`src/rtl/pipeline_ctrl_pkg.sv`:
```
// Shared definitions for the pipeline hazard/redirect controller:
// stall vector layout, FSM state encodings and the default exception vector.
package pipeline_ctrl_pkg;

  localparam int STALL_W   = 6;
  localparam int STALL_PC  = 0;
  localparam int STALL_IF  = 1;
  localparam int STALL_ID  = 2;
  localparam int STALL_EX  = 3;
  localparam int STALL_MEM = 4;
  localparam int STALL_WB  = 5;

  localparam logic [31:0] EXC_VECTOR_DEF = 32'hBFC0_0380;

  // PEND holds every live register without inserting a bubble anywhere
  localparam logic [STALL_W-1:0] STALL_FREEZE = 6'b011111;

  typedef enum logic [1:0] {
    ST_IDLE  = 2'd0,
    ST_PEND  = 2'd1,
    ST_FLUSH = 2'd2
  } state_t;

endpackage

```
`src/rtl/pipeline_ctrl_stall_priority_enc.sv`:
```
// Combinational stall-request encoder: the highest requesting stage stalls itself
// and everything upstream; priority MEM > EX > ID > IF. The WB bit is never set.
module stall_priority_enc
  import pipeline_ctrl_pkg::*;
(
  input  logic               req_if,
  input  logic               req_id,
  input  logic               req_ex,
  input  logic               req_mem,
  output logic [STALL_W-1:0] stall
);

  always_comb begin
    stall = '0;
    if (req_mem)     stall = 6'b011111;
    else if (req_ex) stall = 6'b001111;
    else if (req_id) stall = 6'b000111;
    else if (req_if) stall = 6'b000011;
  end

endmodule

```
`src/rtl/pipeline_ctrl.sv`:
```
// Central stall/flush controller for the 5-stage core, with deferred redirect
// while a fetch is in flight. Optional counters: define PIPELINE_CTRL_PERF_EN.
module pipeline_ctrl
  import pipeline_ctrl_pkg::*;
#(
  parameter int                    ADDR_WIDTH = 32,
  parameter logic [ADDR_WIDTH-1:0] EXC_VECTOR = ADDR_WIDTH'(EXC_VECTOR_DEF)
) (
  input  logic                  clk,
  input  logic                  rst,
  input  logic                  stall_req_if,
  input  logic                  stall_req_id,
  input  logic                  stall_req_ex,
  input  logic                  stall_req_mem,
  input  logic                  exc_valid,
  input  logic                  exc_eret,
  input  logic [ADDR_WIDTH-1:0] cp0_epc,
  output logic [STALL_W-1:0]    stall,
  output logic                  flush,
  output logic [ADDR_WIDTH-1:0] flush_pc,
  output logic                  busy
`ifdef PIPELINE_CTRL_PERF_EN
  ,
  output logic [31:0]           stall_cycles,
  output logic [31:0]           flush_count
`endif
);

  state_t                  state, state_nxt;
  logic [STALL_W-1:0]      enc_stall;
  logic [STALL_W-1:0]      stall_cmb;
  logic                    accept;
  logic [ADDR_WIDTH-1:0]   accept_target;
  logic [ADDR_WIDTH-1:0]   target_p0;
  logic [ADDR_WIDTH-1:0]   flush_pc_p0;

  stall_priority_enc u_enc (
    .req_if  (stall_req_if),
    .req_id  (stall_req_id),
    .req_ex  (stall_req_ex),
    .req_mem (stall_req_mem),
    .stall   (enc_stall)
  );

  // A MEM-stage exception is only taken once its own memory access has drained
  assign accept        = (state == ST_IDLE) && exc_valid && !stall_req_mem;
  assign accept_target = exc_eret ? cp0_epc : EXC_VECTOR;

  always_comb begin
    state_nxt = state;
    stall_cmb = '0;
    case (state)
      ST_IDLE: begin
        stall_cmb = enc_stall;
        if (accept) state_nxt = stall_req_if ? ST_PEND : ST_FLUSH;
      end
      ST_PEND: begin
        stall_cmb = STALL_FREEZE;
        if (!stall_req_if) state_nxt = ST_FLUSH;
      end
      ST_FLUSH: state_nxt = ST_IDLE;
      default:  state_nxt = ST_IDLE;
    endcase
  end

  assign stall = rst ? stall_cmb : '0;
  assign flush = (state == ST_FLUSH);
  assign busy  = (state == ST_PEND);
  assign flush_pc = flush_pc_p0;

  // -- state / target register stage --
  always_ff @(posedge clk or negedge rst) begin
    if (!rst) begin
      state       <= ST_IDLE;
      target_p0   <= '0;
      flush_pc_p0 <= '0;
    end else begin
      state <= state_nxt;
      if (accept) target_p0 <= accept_target;
      if (state_nxt == ST_FLUSH)
        flush_pc_p0 <= (state == ST_IDLE) ? accept_target : target_p0;
    end
  end

`ifdef PIPELINE_CTRL_PERF_EN
  always_ff @(posedge clk or negedge rst) begin
    if (!rst) begin
      stall_cycles <= '0;
      flush_count  <= '0;
    end else begin
      if (stall[STALL_PC]) stall_cycles <= stall_cycles + 32'd1;
      if (flush)           flush_count  <= flush_count + 32'd1;
    end
  end
`endif

endmodule

```
`config.mk`:
```
export PLATFORM = sky130hd
export DESIGN_NAME = pipeline_ctrl
export DESIGN_NICKNAME = d
export VERILOG_FILES = /design/src/rtl/pipeline_ctrl_pkg.sv /design/src/rtl/pipeline_ctrl_stall_priority_enc.sv /design/src/rtl/pipeline_ctrl.sv
export SDC_FILE = /design/constraint.sdc
export NUM_CORES = 1
export LEC_CHECK = 0
export ABC_CLOCK_PERIOD_IN_PS = 2100
export BUFFER_PORTS_ARGS = -buffer_cell sky130_fd_sc_hd__buf_2
export CAP_MARGIN = 10
export CORE_MARGIN = 1
export CORE_UTILIZATION = 55
export CTS_BUF_LIST = sky130_fd_sc_hd__clkbuf_2 sky130_fd_sc_hd__clkbuf_4 sky130_fd_sc_hd__clkbuf_8
export DETAILED_ROUTE_END_ITERATION = 10
export GPL_ROUTABILITY_DRIVEN = 0
export PLACE_DENSITY = 0.8
export SLEW_MARGIN = 20
export SYNTH_ARGS = -nofsm -noshare
export SYNTH_HDL_FRONTEND = slang
export SYNTH_HIERARCHICAL = 1
export SYNTH_SLANG_ARGS = --single-unit
```
`constraint.sdc`:
```
create_clock -name clk -period 2.1 [get_ports clk]
set_clock_uncertainty 0.2 [all_clocks]
set_input_delay 0.21 -clock clk [delete_from_list [all_inputs] [get_ports clk]]
set_output_delay 0.21 -clock clk [all_outputs]
set_load 0.01 [all_outputs]
```
==> flow_summary_export.csv, run 1 <==
group,metric,value,unit
clock_network,tritoncts_num_sinks,66,
floorplanning,number_of_placement_rows,27,
drt,drt_wl_total,6.96,mm
final_layout,finish.net_count,456,
final_layout,flow.area_growth_from_synthesis,27.8,%
synth,synth_fp_nets,352,
synth,flip_flop_and_latch_count_after_synthesis,66,
timing,tightest_slew,844,ps
final_layout,fillCellCount,402,
setup_path,crit_path_top_delay_cell,"sky130_fd_sc_hd__dfrtp_1",
timing,fin_setup_tns,0,ps
placed_design,placement.cell_area,3540,sq um
synth,synth_largest_type_area_fraction,52.1,%
setup_path,worstSetupStartpoint,"state[0]$_DFF_PN0_",
global_routing,grt_antenna_before_repair,0,
synth,post_synth_main_area_contributors,"sky130_fd_sc_hd__dfrtp_1 (52%), sky130_fd_sc_hd__mux2_2 (11%), sky130_fd_sc_hd__o21ai_0 (10%)",
pwr,clock_network_power_share,26.8,%
final_layout,final_cell_area,4050,sq um
synth,synth.lib_cells_used.distinct,20,
min_path,holdCritPathClass,"input port to flop",
clock_network,cts-resized-gates,0,
timing,report.final.slew_viol_count,0,
drt,top_layer,"met4",
placed_design,portBuffers,78,
drt,met3WireLength,397,um
timing,post-route-worst-setup-slack,218,ps
final_layout,final_layout_size_suffix_gt1_share,38.6,%
setup_path,worst_setup_path_end_kind,"output port",
drt,drc_errors,0,
outcome,run_status,"complete, no violations",
min_path,timing.hold.worst.start,"stall_req_mem",
clock_network,clock_tree.buffer_depth,2,
setup_path,critPathKind,"flop to output port",
synth,synth_area,3170,sq um
clock_network,clock_tree.htree_level_count,3,
floorplanning,die-width,77.9,um
pwr,cellPowerDensity,881,nW/um^2
setup_path,max_stage_delay,450,ps
clock_network,clk_latency,340,ps
setup_path,r2r_setup_slack,280,ps
global_routing,vias_in_the_first_global_route,2564,
timing,relSlewSlack,43.8,%
pwr,vdd_ir_drop_max,0.555,mV
global_routing,sum_of_overflow_across_all_layers_after_global_routing,0,
clock_network,clk_transition_reported_paths,60,ps
drt,wl_met2,3.25,mm
setup_path,crit_arrival,1470,ps
drt,drt_iter0_drc,171,
global_routing,grt_use_total,25.4,%
setup_path,critical_path.most_common_cell,"sky130_fd_sc_hd__nor2_1",
global_routing,pin_count_of_the_biggest_net_entering_global_routing,68,
setup_path,cp-start-kind,"flop",
final_layout,mostFrequentLayoutCells,"sky130_fd_sc_hd__buf_2 (78), sky130_fd_sc_hd__dfrtp_1 (66), sky130_fd_sc_hd__o21ai_0 (64)",
pwr,p_comb_share,25.7,%
pwr,p_leak,1.93,nW
setup_path,worstPathMaxFanout,36,
drt,detail_route.wl_per_cell,14.2,um
synth,syn-mean-instance-area,10.2,sq um
final_layout,layout.cells.most_common,"sky130_fd_sc_hd__buf_2",
timing,grt_setup_unrepaired,"false",
setup_path,launching_point_of_the_worst_reg2reg_path,"state[1]$_DFF_PN0_",
drt,routed-via-count,2614,
clock_network,cts-buffers-inserted,9,
final_layout,insertedDiodeCount,0,
timing,setup_viol,0,
timing,timing_hold_violations_final,0,
pwr,fin_total_pwr,3.57,mW
floorplanning,floorplan.initialDensity,57.2,%
floorplanning,area_enclosed_by_the_die_boundary,6070,sq um
floorplanning,die-height,77.9,um
timing,min_period,1880,ps
synth,synthesis.yosys.warnings,6,
clock_network,postcts_setup_bufs,0,
drt,ant_nets,0,
synth,netlist_instances,312,
synth,synth_top_cell_by_area,"sky130_fd_sc_hd__dfrtp_1",
flow_run,drv_cap,0,
floorplanning,io_pins,80,
pwr,netSwitchingFraction,29.9,%
clock_network,clk_root_buffer_cell,"sky130_fd_sc_hd__clkbuf_8",
timing,fmax,531,MHz
drt,viasPerCell,5.31,
final_layout,post-route-util,73.1,%
pwr,switching_power,1.07,mW
placed_design,place_worst_setup_slack,290,ps
drt,count_of_tritonroute_iterations_in_the_first_routing_pass,4,
clock_network,cts_tree,"yes",
global_routing,wire_length_of_the_first_global_routing_pass,11.8,mm
timing,min_period_over_period,89.6,%
setup_path,critical_path_required,1690,ps
setup_path,cp_cell_sequence,"buf_4, nor2_1, nor2_1, buf_2",
synth,synth-seq-area-share,52.1,%
placed_design,dp_hpwl,4.21,mm
pwr,p_int,2.50,mW
drt,met1_length,3.12,mm
pwr,sequential_power_share,47.6,%
floorplanning,floorplan.core_area,5540,sq um
worst paths after layout:
check / to / depth (start not counted)
max: stall[3] / 4
min: state[0]$_DFF_PN0_ / 3
max reg2reg: target_p0[29]$_DFFE_PN0N_ / 4
min reg2reg: target_p0[15]$_DFFE_PN0N_ / 2
max in group asynchronous: flush_pc[19]$_DFFE_PN0N_ / 3
min in group asynchronous: flush_pc[29]$_DFFE_PN0N_ / 3
area by class of cell:
class,count,area [sq um],share of cell area [%]
flip-flops and latches,66,1650,40.8
multi-input cells,217,1330,32.9
repair buffers,121,798,19.7
clock buffers,12,159,3.92
well taps,72,90.1,2.22
clock inverters,3,15.0,0.371
inverters,1,3.75,0.0927
worst max-delay path: cells and delay by family, from the launching register on:
kind | cells | cell delay (ps)
DFF | 1 | 450
buffers and inverters | 2 | 500
and+or+nand+nor | 2 | 190
per-stage QoR:
step	hold slack [ps]	std cells
6_report	137	492
5_1_grt	144	492
3_3_place_gp	253	443
3_5_place_dp	258	443
2_1_floorplan	-286	312
4_1_cts	125	492
power groups by stage:
stage / logic, mW / registers, mW / clock network (mW)
CTS: 0.923 / 1.69 / 0.969
detailed placement: 0.871 / 1.72 / 0
floorplan: 0.473 / 1.78 / 0
finish: 0.917 / 1.70 / 0.955
global placement: 0.847 / 1.70 / 0
global route: 1.02 / 1.73 / 1.02
flip-flops by register name (all words and copies together) (netlist names):
| register | flops |
|---|---|
| state | 2 |
| target_p0 | 32 |
| flush_pc | 32 |
layer usage:
layer | track usage [%] | vias up
met1 | 33.6 | 1236
met2 | 39.9 | 92
met4 | 14.8 | 0
li1 | - | 1269
met3 | 4.00 | 17
met5 | 0 | -
cells by family (layout without fill, tap and decap cells):
group | Yosys count | after routing | synth area share, %
buffers and inverters | 29 | 137 | 5.85
multiplexers | 32 | 32 | 11.4
other | 1 | 1 | 0.118
AND/OR/NAND/NOR | 86 | 86 | 12.0
flip-flops | 66 | 66 | 52.1
AO/OA/AOI/OAI | 98 | 98 | 18.6
timing repair:
action | in CTS | in global routing
hold buffers | 34 | 0
endpoints found under the setup margin | 0 | 0
endpoints found under the hold margin | 99 | 0
cell usage after synthesis, drive strengths merged:
library cell / number
or4b: 1
o211a: 1
dfrtp: 66
nor2b: 14
clkbuf: 13
inv: 1
or4: 1
mux2: 32
o21ai: 96
nor2: 13
buf: 15
or3: 1
conb: 1
or2: 2
nand2: 54
o21a: 1
No activity file was read; power rests on OpenSTA's default activity.
==> run 2, diff against run 1 <==
CORE_UTILIZATION = 53   (was 55)
CTS_BUF_LIST = sky130_fd_sc_hd__clkbuf_8 sky130_fd_sc_hd__clkbuf_16   (was sky130_fd_sc_hd__clkbuf_2 sky130_fd_sc_hd__clkbuf_4 sky130_fd_sc_hd__clkbuf_8)
PLACE_DENSITY = 0.78   (was 0.8)
SETUP_SLACK_MARGIN = 0.3   (was default)
==> run 2 against run 1 <==
  * Combinational power up 5.2%
  * Register-to-register slack better by 60 ps
  * Die area is 3.7% higher
  * Sequential power about the same
  * Worst hold slack improved by 6.5 ps
  * Critical path type is now flop to flop
  * Largest cell class unchanged
  * Critical endpoint is now flush_pc[18]$_DFFE_PN0N_
  * Routed wire length grew 5.5%
  * Non-clock buffer count up 6
  * Via count up 3.7%
  * Global-route usage is 0.077 points higher
  * Largest power group unchanged
  * Setup slack improved by 120 ps
  * Sequential share of layout area shrank 1.5 points
==> flow_summary_export.csv, run 2 (same netlist as run 1, synthesis figures left out) <==
group,metric,value,unit
global_routing,sum_of_overflow_across_all_layers_after_global_routing,0,
placed_design,portBuffers,78,
global_routing,grt_use_total,25.5,%
pwr,vdd_ir_drop_max,0.623,mV
setup_path,cp-start-kind,"flop",
timing,tightest_slew,821,ps
clock_network,clk_latency,330,ps
setup_path,worst_setup_path_end_kind,"flop",
drt,detail_route.wl_per_cell,14.8,um
final_layout,finish.net_count,462,
drt,count_of_tritonroute_iterations_in_the_first_routing_pass,5,
timing,report.final.slew_viol_count,0,
final_layout,final_cell_area,4200,sq um
timing,post-route-worst-setup-slack,343,ps
setup_path,crit_arrival,1770,ps
pwr,netSwitchingFraction,28.7,%
floorplanning,die-width,79.3,um
final_layout,mostFrequentLayoutCells,"sky130_fd_sc_hd__buf_2 (78), sky130_fd_sc_hd__dfrtp_1 (66), sky130_fd_sc_hd__o21ai_0 (64)",
pwr,p_comb_share,25.7,%
drt,viasPerCell,5.44,
setup_path,critPathKind,"flop to flop",
clock_network,cts_tree,"yes",
global_routing,wire_length_of_the_first_global_routing_pass,12.2,mm
floorplanning,floorplan.core_area,5640,sq um
final_layout,final-instance-count-excl-fill,498,
clock_network,clock_tree.htree_level_count,3,
floorplanning,area_enclosed_by_the_die_boundary,6290,sq um
global_routing,grt_antenna_before_repair,0,
clock_network,tritoncts_num_sinks,66,
placed_design,placed_cells_incl_taps,445,
floorplanning,number_of_placement_rows,27,
placed_design,place_worst_setup_slack,219,ps
flow_run,drv_cap,0,
timing,min_period,1760,ps
pwr,cellPowerDensity,892,nW/um^2
outcome,run_status,"complete, no violations",
timing,grt_setup_unrepaired,"false",
placed_design,placement.cell_area,3550,sq um
drt,drt_wl_total,7.35,mm
min_path,timing.hold.worst.start,"stall_req_mem",
pwr,p_leak,2.00,nW
pwr,clock_network_power_share,28.9,%
pwr,sequential_power_share,45.4,%
clock_network,clk_transition_reported_paths,70,ps
timing,hold_slack,144,ps
final_layout,flow.area_growth_from_synthesis,32.7,%
setup_path,worstSetupStartpoint,"state[1]$_DFF_PN0_",
floorplanning,floorplan.initialDensity,56.2,%
final_layout,insertedDiodeCount,0,
timing,relSlewSlack,45.3,%
pwr,p_int,2.67,mW
timing,fin_setup_tns,0,ps
drt,drt_iter0_drc,240,
setup_path,launching_point_of_the_worst_reg2reg_path,"state[1]$_DFF_PN0_",
setup_path,critical_path_required,2120,ps
floorplanning,io_pins,80,
clock_network,clk_root_buffer_cell,"sky130_fd_sc_hd__clkbuf_8",
final_layout,layout.cells.most_common,"sky130_fd_sc_hd__buf_2",
drt,routed-via-count,2711,
global_routing,vias_in_the_first_global_route,2642,
min_path,holdCritPathClass,"input port to flop",
clock_network,clock_tree.buffer_depth,2,
global_routing,pin_count_of_the_biggest_net_entering_global_routing,68,
timing,fmax,569,MHz
timing,timing_hold_violations_final,0,
drt,ant_nets,0,
clock_network,cts-buffers-inserted,9,
final_layout,final_layout_size_suffix_gt1_share,39.9,%
floorplanning,die-height,79.3,um
pwr,switching_power,1.08,mW
setup_path,worstPathMaxFanout,9,
placed_design,dp_hpwl,4.42,mm
timing,min_period_over_period,83.7,%
timing,setup_viol,0,
drt,drc_errors,0,
-- run 2: worst max-delay path, stage by stage (launching register included) --
cell                        delay (ps)
sky130_fd_sc_hd__dfrtp_1           410
sky130_fd_sc_hd__buf_6             150
sky130_fd_sc_hd__nor2_4            110
sky130_fd_sc_hd__o21a_4            160
sky130_fd_sc_hd__bufbuf_16         280
sky130_fd_sc_hd__mux2_2            330
-- run 2: final timing paths --
check	end	slack, ps	cells after the start
max reg2reg	flush_pc[18]$_DFFE_PN0N_	340	5
min reg2reg	target_p0[25]$_DFFE_PN0N_	270	2
max in group asynchronous	flush_pc[31]$_DFFE_PN0N_	740	3
min	state[0]$_DFF_PN0_	140	3
min in group asynchronous	flush_pc[28]$_DFFE_PN0N_	420	3
max	flush_pc[18]$_DFFE_PN0N_	340	5
-- run 2: per-layer routing --
metal  wire, um  vias to the layer above  track usage, %
li1           -                     1287               -
met1       3130                     1307            32.3
met2       3680                      106            42.4
met3        421                       11            5.29
met4        115                        0            10.7
met5          0                        -               0
-- run 2: area by class of cell --
cell class	count	area (sq um)
repair buffers	127	903
flip-flops and latches	66	1650
inverters	1	3.75
multi-input cells	217	1350
fillers	383	1440
well taps	72	90.1
clock inverters	3	38.8
clock buffers	12	165
-- run 2: through the flow --
stage                     utilization, %  power [mW]
after floorplan                        -        2.25
after global placement              62.9        2.56
after detailed placement            62.9        2.60
after CTS                           74.1        3.76
after global routing                74.5        3.96
final                               74.5        3.75
-- run 2: timing repair --
action / 4_1_cts / 5_1_grt
hold endpoints to repair: 99 / 0
pin swaps: 0 / 0
gates resized for setup: 12 / 5
gates cloned: 1 / 0
hold buffers: 34 / 0
endpoints found under the setup margin: 47 / 16
buffers inserted: 1 / 2
-- run 2: power by group through the flow --
stage	Combinational, mW	Sequential [mW]	Clock, mW
final	0.965	1.70	1.08
after global routing	1.06	1.74	1.16
after CTS	0.965	1.70	1.10
after detailed placement	0.882	1.72	0
after global placement	0.852	1.70	0
after floorplan	0.473	1.78	0
